--- src/rtl/seq_pkg.sv ---
// Shared state encoding and trap cause codes for the multi-cycle sequencer.
package seq_pkg;

    typedef enum logic [3:0] {
        IDLE       = 4'd0,
        FETCH      = 4'd1,
        WAIT_FETCH = 4'd2,
        DECODE     = 4'd3,
        EXECUTE    = 4'd4,
        MEM        = 4'd5,
        WAIT_MEM   = 4'd6,
        WRITEBACK  = 4'd7,
        HALT       = 4'd8,
        TRAP       = 4'd9
    } seq_state_e;

    localparam logic [2:0] CAUSE_NONE      = 3'd0;
    localparam logic [2:0] CAUSE_DECODE    = 3'd1;
    localparam logic [2:0] CAUSE_FETCH_ERR = 3'd2;
    localparam logic [2:0] CAUSE_DATA_ERR  = 3'd3;
    localparam logic [2:0] CAUSE_MISALIGN  = 3'd4;
    localparam logic [2:0] CAUSE_TIMEOUT   = 3'd5;
    localparam logic [2:0] CAUSE_BAD_STATE = 3'd7;

    function automatic logic is_wait_state(input seq_state_e s);
        return (s == WAIT_FETCH) || (s == WAIT_MEM);
    endfunction

endpackage

--- src/rtl/seq_watchdog.sv ---
// Wait-state cycle counter; flags the cycle in which the MEM_TIMEOUT-th wait cycle is reached.
module seq_watchdog #(
    parameter int MEM_TIMEOUT = 16
) (
    input  logic clk,
    input  logic rst,
    input  logic waiting_i,
    input  logic restart_i,
    output logic expired_o
);
    localparam int CNT_W = $clog2(MEM_TIMEOUT + 1);

    logic [CNT_W-1:0] cnt_q, cnt_d;

    // cnt_q holds the number of wait cycles already completed in the current state
    always_comb begin
        cnt_d = '0;
        if (waiting_i && !restart_i) begin
            cnt_d = cnt_q + 1'b1;
        end
    end

    assign expired_o = waiting_i && (cnt_q == CNT_W'(MEM_TIMEOUT - 1));

    always_ff @(posedge clk) begin
        if (rst) begin
            cnt_q <= '0;
        end else begin
            cnt_q <= cnt_d;
        end
    end

endmodule

--- src/rtl/multicycle_sequencer.sv ---
// Multi-cycle fetch/decode/execute/memory/writeback control FSM.
// Defining SEQ_MEM_TIMEOUT_EN adds a wait-state watchdog (trap cause 5).
module multicycle_sequencer
    import seq_pkg::*;
#(
    parameter int              XLEN        = 32,
    parameter logic [XLEN-1:0] RESET_PC    = '0,
    parameter int              MEM_TIMEOUT = 16
) (
    input  logic            clk,
    input  logic            rst,
    input  logic            run,
    input  logic            step_mode,
    output logic            mem_req,
    output logic            mem_we,
    output logic [XLEN-1:0] mem_addr,
    input  logic            mem_ready,
    input  logic            mem_err,
    input  logic [XLEN-1:0] mem_rdata,
    input  logic            is_load,
    input  logic            is_store,
    input  logic            is_halt,
    input  logic            decode_error,
    input  logic [XLEN-1:0] ea,
    input  logic [XLEN-1:0] next_pc,
    output logic [XLEN-1:0] pc,
    output logic [XLEN-1:0] instr,
    output logic            reg_we,
    output logic [3:0]      state,
    output logic [2:0]      trap_cause
);
    seq_state_e      state_q, state_d;
    logic [XLEN-1:0] pc_q, pc_d;
    logic [XLEN-1:0] instr_q, instr_d;
    logic [2:0]      cause_q, cause_d;
    logic            wait_expired;
    logic            misaligned;

    assign misaligned = (ea[1:0] != 2'b00);

`ifdef SEQ_MEM_TIMEOUT_EN
    seq_watchdog #(
        .MEM_TIMEOUT(MEM_TIMEOUT)
    ) u_watchdog (
        .clk      (clk),
        .rst      (rst),
        .waiting_i(is_wait_state(state_q)),
        .restart_i(state_d != state_q),
        .expired_o(wait_expired)
    );
`else
    assign wait_expired = 1'b0;
`endif

    // Memory strobes are decoded from the current state, so a request lasts exactly one cycle
    always_comb begin
        state_d  = state_q;
        pc_d     = pc_q;
        instr_d  = instr_q;
        cause_d  = cause_q;
        mem_req  = 1'b0;
        mem_we   = 1'b0;
        mem_addr = '0;
        reg_we   = 1'b0;
        case (state_q)
            IDLE: begin
                if (run) state_d = FETCH;
            end
            FETCH: begin
                mem_req  = 1'b1;
                mem_addr = pc_q;
                state_d  = WAIT_FETCH;
            end
            WAIT_FETCH: begin
                if (mem_ready) begin
                    if (mem_err) begin
                        state_d = TRAP;
                        cause_d = CAUSE_FETCH_ERR;
                    end else begin
                        instr_d = mem_rdata;
                        state_d = DECODE;
                    end
                end else if (wait_expired) begin
                    state_d = TRAP;
                    cause_d = CAUSE_TIMEOUT;
                end
            end
            DECODE: begin
                state_d = EXECUTE;
            end
            EXECUTE: begin
                if (is_halt) begin
                    state_d = HALT;
                end else if (decode_error) begin
                    state_d = TRAP;
                    cause_d = CAUSE_DECODE;
                end else if (is_load || is_store) begin
                    if (misaligned) begin
                        state_d = TRAP;
                        cause_d = CAUSE_MISALIGN;
                    end else begin
                        state_d = MEM;
                    end
                end else begin
                    state_d = WRITEBACK;
                end
            end
            MEM: begin
                mem_req  = 1'b1;
                mem_we   = is_store;
                mem_addr = ea;
                state_d  = WAIT_MEM;
            end
            WAIT_MEM: begin
                if (mem_ready) begin
                    if (mem_err) begin
                        state_d = TRAP;
                        cause_d = CAUSE_DATA_ERR;
                    end else begin
                        state_d = WRITEBACK;
                    end
                end else if (wait_expired) begin
                    state_d = TRAP;
                    cause_d = CAUSE_TIMEOUT;
                end
            end
            WRITEBACK: begin
                reg_we  = !is_store;
                pc_d    = next_pc;
                state_d = step_mode ? IDLE : FETCH;
            end
            HALT, TRAP: begin
                state_d = state_q;
            end
            default: begin
                state_d = TRAP;
                cause_d = CAUSE_BAD_STATE;
            end
        endcase
    end

    always_ff @(posedge clk) begin
        if (rst) begin
            state_q <= IDLE;
            pc_q    <= RESET_PC;
            instr_q <= '0;
            cause_q <= CAUSE_NONE;
        end else begin
            state_q <= state_d;
            pc_q    <= pc_d;
            instr_q <= instr_d;
            cause_q <= cause_d;
        end
    end

    assign state      = state_q;
    assign pc         = pc_q;
    assign instr      = instr_q;
    assign trap_cause = cause_q;

endmodule

--- config.mk ---
export PLATFORM = sky130hd
export DESIGN_NAME = multicycle_sequencer
export DESIGN_NICKNAME = d
export VERILOG_FILES = /design/src/rtl/seq_pkg.sv /design/src/rtl/seq_watchdog.sv /design/src/rtl/multicycle_sequencer.sv
export SDC_FILE = /design/constraint.sdc
export NUM_CORES = 1
export LEC_CHECK = 0
export BUFFER_PORTS_ARGS = -buffer_cell sky130_fd_sc_hd__buf_2
export CORE_MARGIN = 5
export CORE_UTILIZATION = 45
export CTS_CLUSTER_DIAMETER = 30
export CTS_CLUSTER_SIZE = 10
export DETAILED_ROUTE_END_ITERATION = 7
export MAX_ROUTING_LAYER = met4
export PLACE_DENSITY = 0.89
export SETUP_SLACK_MARGIN = 0.1
export SLEW_MARGIN = 0
export SYNTH_ARGS = -nofsm -noshare
export SYNTH_HDL_FRONTEND = slang
export SYNTH_SLANG_ARGS = --single-unit
--- constraint.sdc ---
create_clock -name clk -period 5 [get_ports clk]
set_input_delay 0.25 -clock clk [delete_from_list [all_inputs] [get_ports clk]]
set_output_delay 0.25 -clock clk [all_outputs]
set_load 0.02 [all_outputs]
==> summary.txt <==
Global route
  • Met2 usage in global routing: 41.5%
  • First-pass GRT wire length: between 15000 and 20000 um
  • GR Layer Usage met3: 6.01%
  • Vias in the first global route: 3261
  • Layer with the highest usage: met2
  • Overflow after GRT: 0
  • Antenna violations before repair: 0
  • GRT Total Usage: between 20% and 30%
  • Largest net degree at the start of global routing: 75
  • Met1 usage: between 20% and 30%

Layout
  • Antenna diodes: 0
  • Nets@finish: 690
  • Non-Filler Instances: between 600 and 700
  • Share of cells above drive strength 1: 40.6%
  • Final non-filler cell area: 4340 um2
  • Area grow syn2layout: 40.7%

Logic synthesis
  • Post-synthesis xor/xnor area fraction: 0%
  • Ys async rst share: 0%
  • Synth warn: 0
  • Most used DFF post-synth: dfxtp_1
  • Cells after Synth: between 300 and 400
  • Area share of fa/ha/maj cells after synthesis: 0%
  • Synthesized Nets: 495
  • Seq/Total Area, Yosys: approximately 46%
  • Mapped cell area: 3080 um2
  • Synth unique cells: 40
  • Area fraction in compound gates after synthesis: 25.8%
  • Average cell area after synthesis: between 7 and 8 um2
  • Synthesis-stage register bit count: 71
  • Post-synthesis mux area share: about 1.4%
  • Simple-Gate Fraction of Synth Area: 21.9%
  • Post-synth EDFFs: 0
  • Largest family of logic cells by synthesized area: compound AO/OA/AOI/OAI gates

Power
  • Switching share of power: 28.7%
  • Leakage power: approximately 0.0021 uW
  • Cell-internal power: ~940 uW
  • Switch Pwr: 378 uW
  • Pwr per Cell Area: 304 nW/um2
  • VDD IR max: about 0.2 mV
  • Clock power frac: 33.2%
  • Sequential share of power: 47.1%
  • Combinational group share of total power: ~20%

Critical path
  • CP peak stage delay: 980 ps
  • WP data required: between 4000 and 5000 ps
  • FF-to-FF Start: state[1]
  • CP Class: register to primary output
  • CP Data Arrival Time: 2710 ps
  • CP Max Fanout: 33
  • Reg-to-Reg End: instr[28]
  • Reg2reg setup slack: 2540 ps
  • Crit path buf inv count: 1
  • CP Cell Sequence: nand2_1 > nor3_4 > a22o_1 > buf_2
  • Critical-path top delay cell: nor3_4
  • Worst setup EP type: primary output
  • CP startpoint kind: register
  • Cell depth of the worst flop-to-flop path: 4
  • Delay-heaviest family, CP: simple AND/OR/NAND/NOR gates

Routing
  • Post-DRT Antenna Nets: 0
  • Iteration-0 DRC Markers: 194
  • Drt pass-1 iters: 4
  • DRC viols: 0
  • DR WL/cell: 15.6 um
  • Via count: approximately 3500
  • Avg Vias per Cell: 5.28
  • DRT Wirelength: 10400 um

Clock network
  • Clk Latency, worst-skew pair: between 300 and 400 ps
  • Clk sink count: 71
  • Clock buffer depth: 2
  • Root Buffer: clkbuf_8
  • Htree depth: 3
  • Setup bufs post-CTS: 0
  • CTS resizes: 0
  • Cts bufs inserted: 9
  • Worst-path clk slew: 70 ps
  • Hold-fix buffers at CTS: 0
  • CTS tree: built

Floorplanning
  • Die area: 8610 um2
  • Die width: roughly 93 um
  • Chip height: between 90 and 100 um
  • Placeable Area: about 6700 um2
  • Starting Density: 45.9%
  • I/O pin count: 212
  • # rows: 30

Worst hold path
  • Hold endpoint: instr[9]
  • Hold WC Path Type: input port to register
  • Hold Path Cell Cnt: 3
  • Critical hold path startpoint: mem_rdata[9]

Outcome
  • Status: completed

STA
  • Clock period minus worst slack: 2960 ps
  • Worst setup margin: 2040 ps
  • Setup TNS: 0 ps
  • Final slew viol count: 0
  • Clock skew: 7.45 ps
  • Final Hold Fails: 0
  • Worst Max-Slew Pin Slew: ~1200 ps
  • Max transition margin: 17.7%
  • Setup violations, final: 0
  • Final period util: 59.2%
  • Max Freq: roughly 0.34 GHz
  • RSZ-0062 raised after global routing: false

Placement
  • Port Buffer Count: 211
  • Post-detail-place hpwl: 7820 um
  • Setup WS pre-CTS: 2470 ps
  • Cell Area, Placed: 4160 um2
  • Placed Instances: around 650
  • Gpl congestion: between 0.9 and 1

Job
  • Max-cap viol count: 0
[cell type report]
type | instances | area (um2)
Multi-Input combinational cell | 284 | 1530
Inverter | 2 | 7.51
Clock buffer | 12 | 155
Tap cell | 80 | 100
Timing Repair Buffer | 216 | 1090
Sequential cell | 71 | 1420
Fill cell | 611 | 2380
Clock inverter | 1 | 30.0
[cell usage in the layout, fill, tap and decap left out, drive strengths merged]
master	n
buf	216
nand2	134
dfxtp	71
a21oi	69
a22o	32
clkbuf	12
nor2	6
nand2b	3
nor3	3
inv	2
and2	2
a211oi	2
a311oi	2
o21ai	2
mux2i	2
nor2b	2
mux2	2
a31oi	2
o41ai	2
o31ai	2
nor4	2
and2b	1
nand3	1
and4b	1
nand4b	1
o2bb2ai	1
o22a	1
or4b	1
a221oi	1
nor4b	1
o311ai	1
or3b	1
o21bai	1
or3	1
a31o	1
a21o	1
bufinv	1
[Yosys cell counts, types with 3 or more instances]
cell type | n | area, um2
nand2_1 | 134 | 503
dfxtp_1 | 71 | 1420
a21oi_1 | 69 | 345
a22o_1 | 32 | 280
clkbuf_1 | 20 | 75.1
buf_2 | 10 | 50.1
nor2_1 | 6 | 22.5
nand2b_1 | 3 | 18.8
[tightest hold or removal path, stage by stage]
cell	delay (ps)
buf_2	90
nand2_1	40
a21oi_1	50
[cell families after synthesis]
group | after synthesis
flip-flops | 71
AO/OA/AOI/OAI | 120
multiplexers | 4
buffers and inverters | 34
AND/OR/NAND/NOR | 160
[metrics by stage]
stage	util, %	hold WS (ps)	power, uW
after CTS	64.6	135	1330
after floorplan	-	351	790
after global routing	64.6	140	1390
final	64.6	154	1320
after global placement	61.8	438	879
after detailed placement	61.8	447	892
[layer usage]
metal / share of wire (%) / vias to the layer above
met5: 0 / -
li1: - / 1728
met3: 6.5 / 12
met2: 54 / 140
met4: 1.4 / 0
met1: 38 / 1638
[sequential cells by signal, summed over array words and instances (netlist names)]
| register | flops |
|---|---|
| instr | 32 |
| trap_cause | 3 |
| pc | 32 |
| state | 4 |
[power by group through the flow]
| stage | logic (uW) | registers, uW | clock network [uW] |
|---|---|---|---|
| 2_1_floorplan | 153 | 638 | 0 |
| 3_3_place_gp | 248 | 630 | 0 |
| 3_5_place_dp | 259 | 633 | 0 |
| 4_1_cts | 260 | 620 | 451 |
| 5_1_grt | 283 | 625 | 477 |
| 6_report | 260 | 621 | 438 |
[how the worst max path moves through the flow]
| stage | startpoint | to | slack (ps) | cells past startpoint |
|---|---|---|---|---|
| floorplan | state[0] | mem_addr[10] | 3090 | 5 |
| global placement | state[2] | mem_addr[11] | 2640 | 4 |
| detailed placement | state[2] | mem_addr[3] | 2470 | 4 |
| CTS | state[2] | mem_addr[3] | 2100 | 4 |
| global route | state[2] | mem_addr[3] | 1820 | 4 |
| finish | state[2] | mem_addr[31] | 2040 | 4 |
Note: power is estimated with default switching activity, not from simulation.
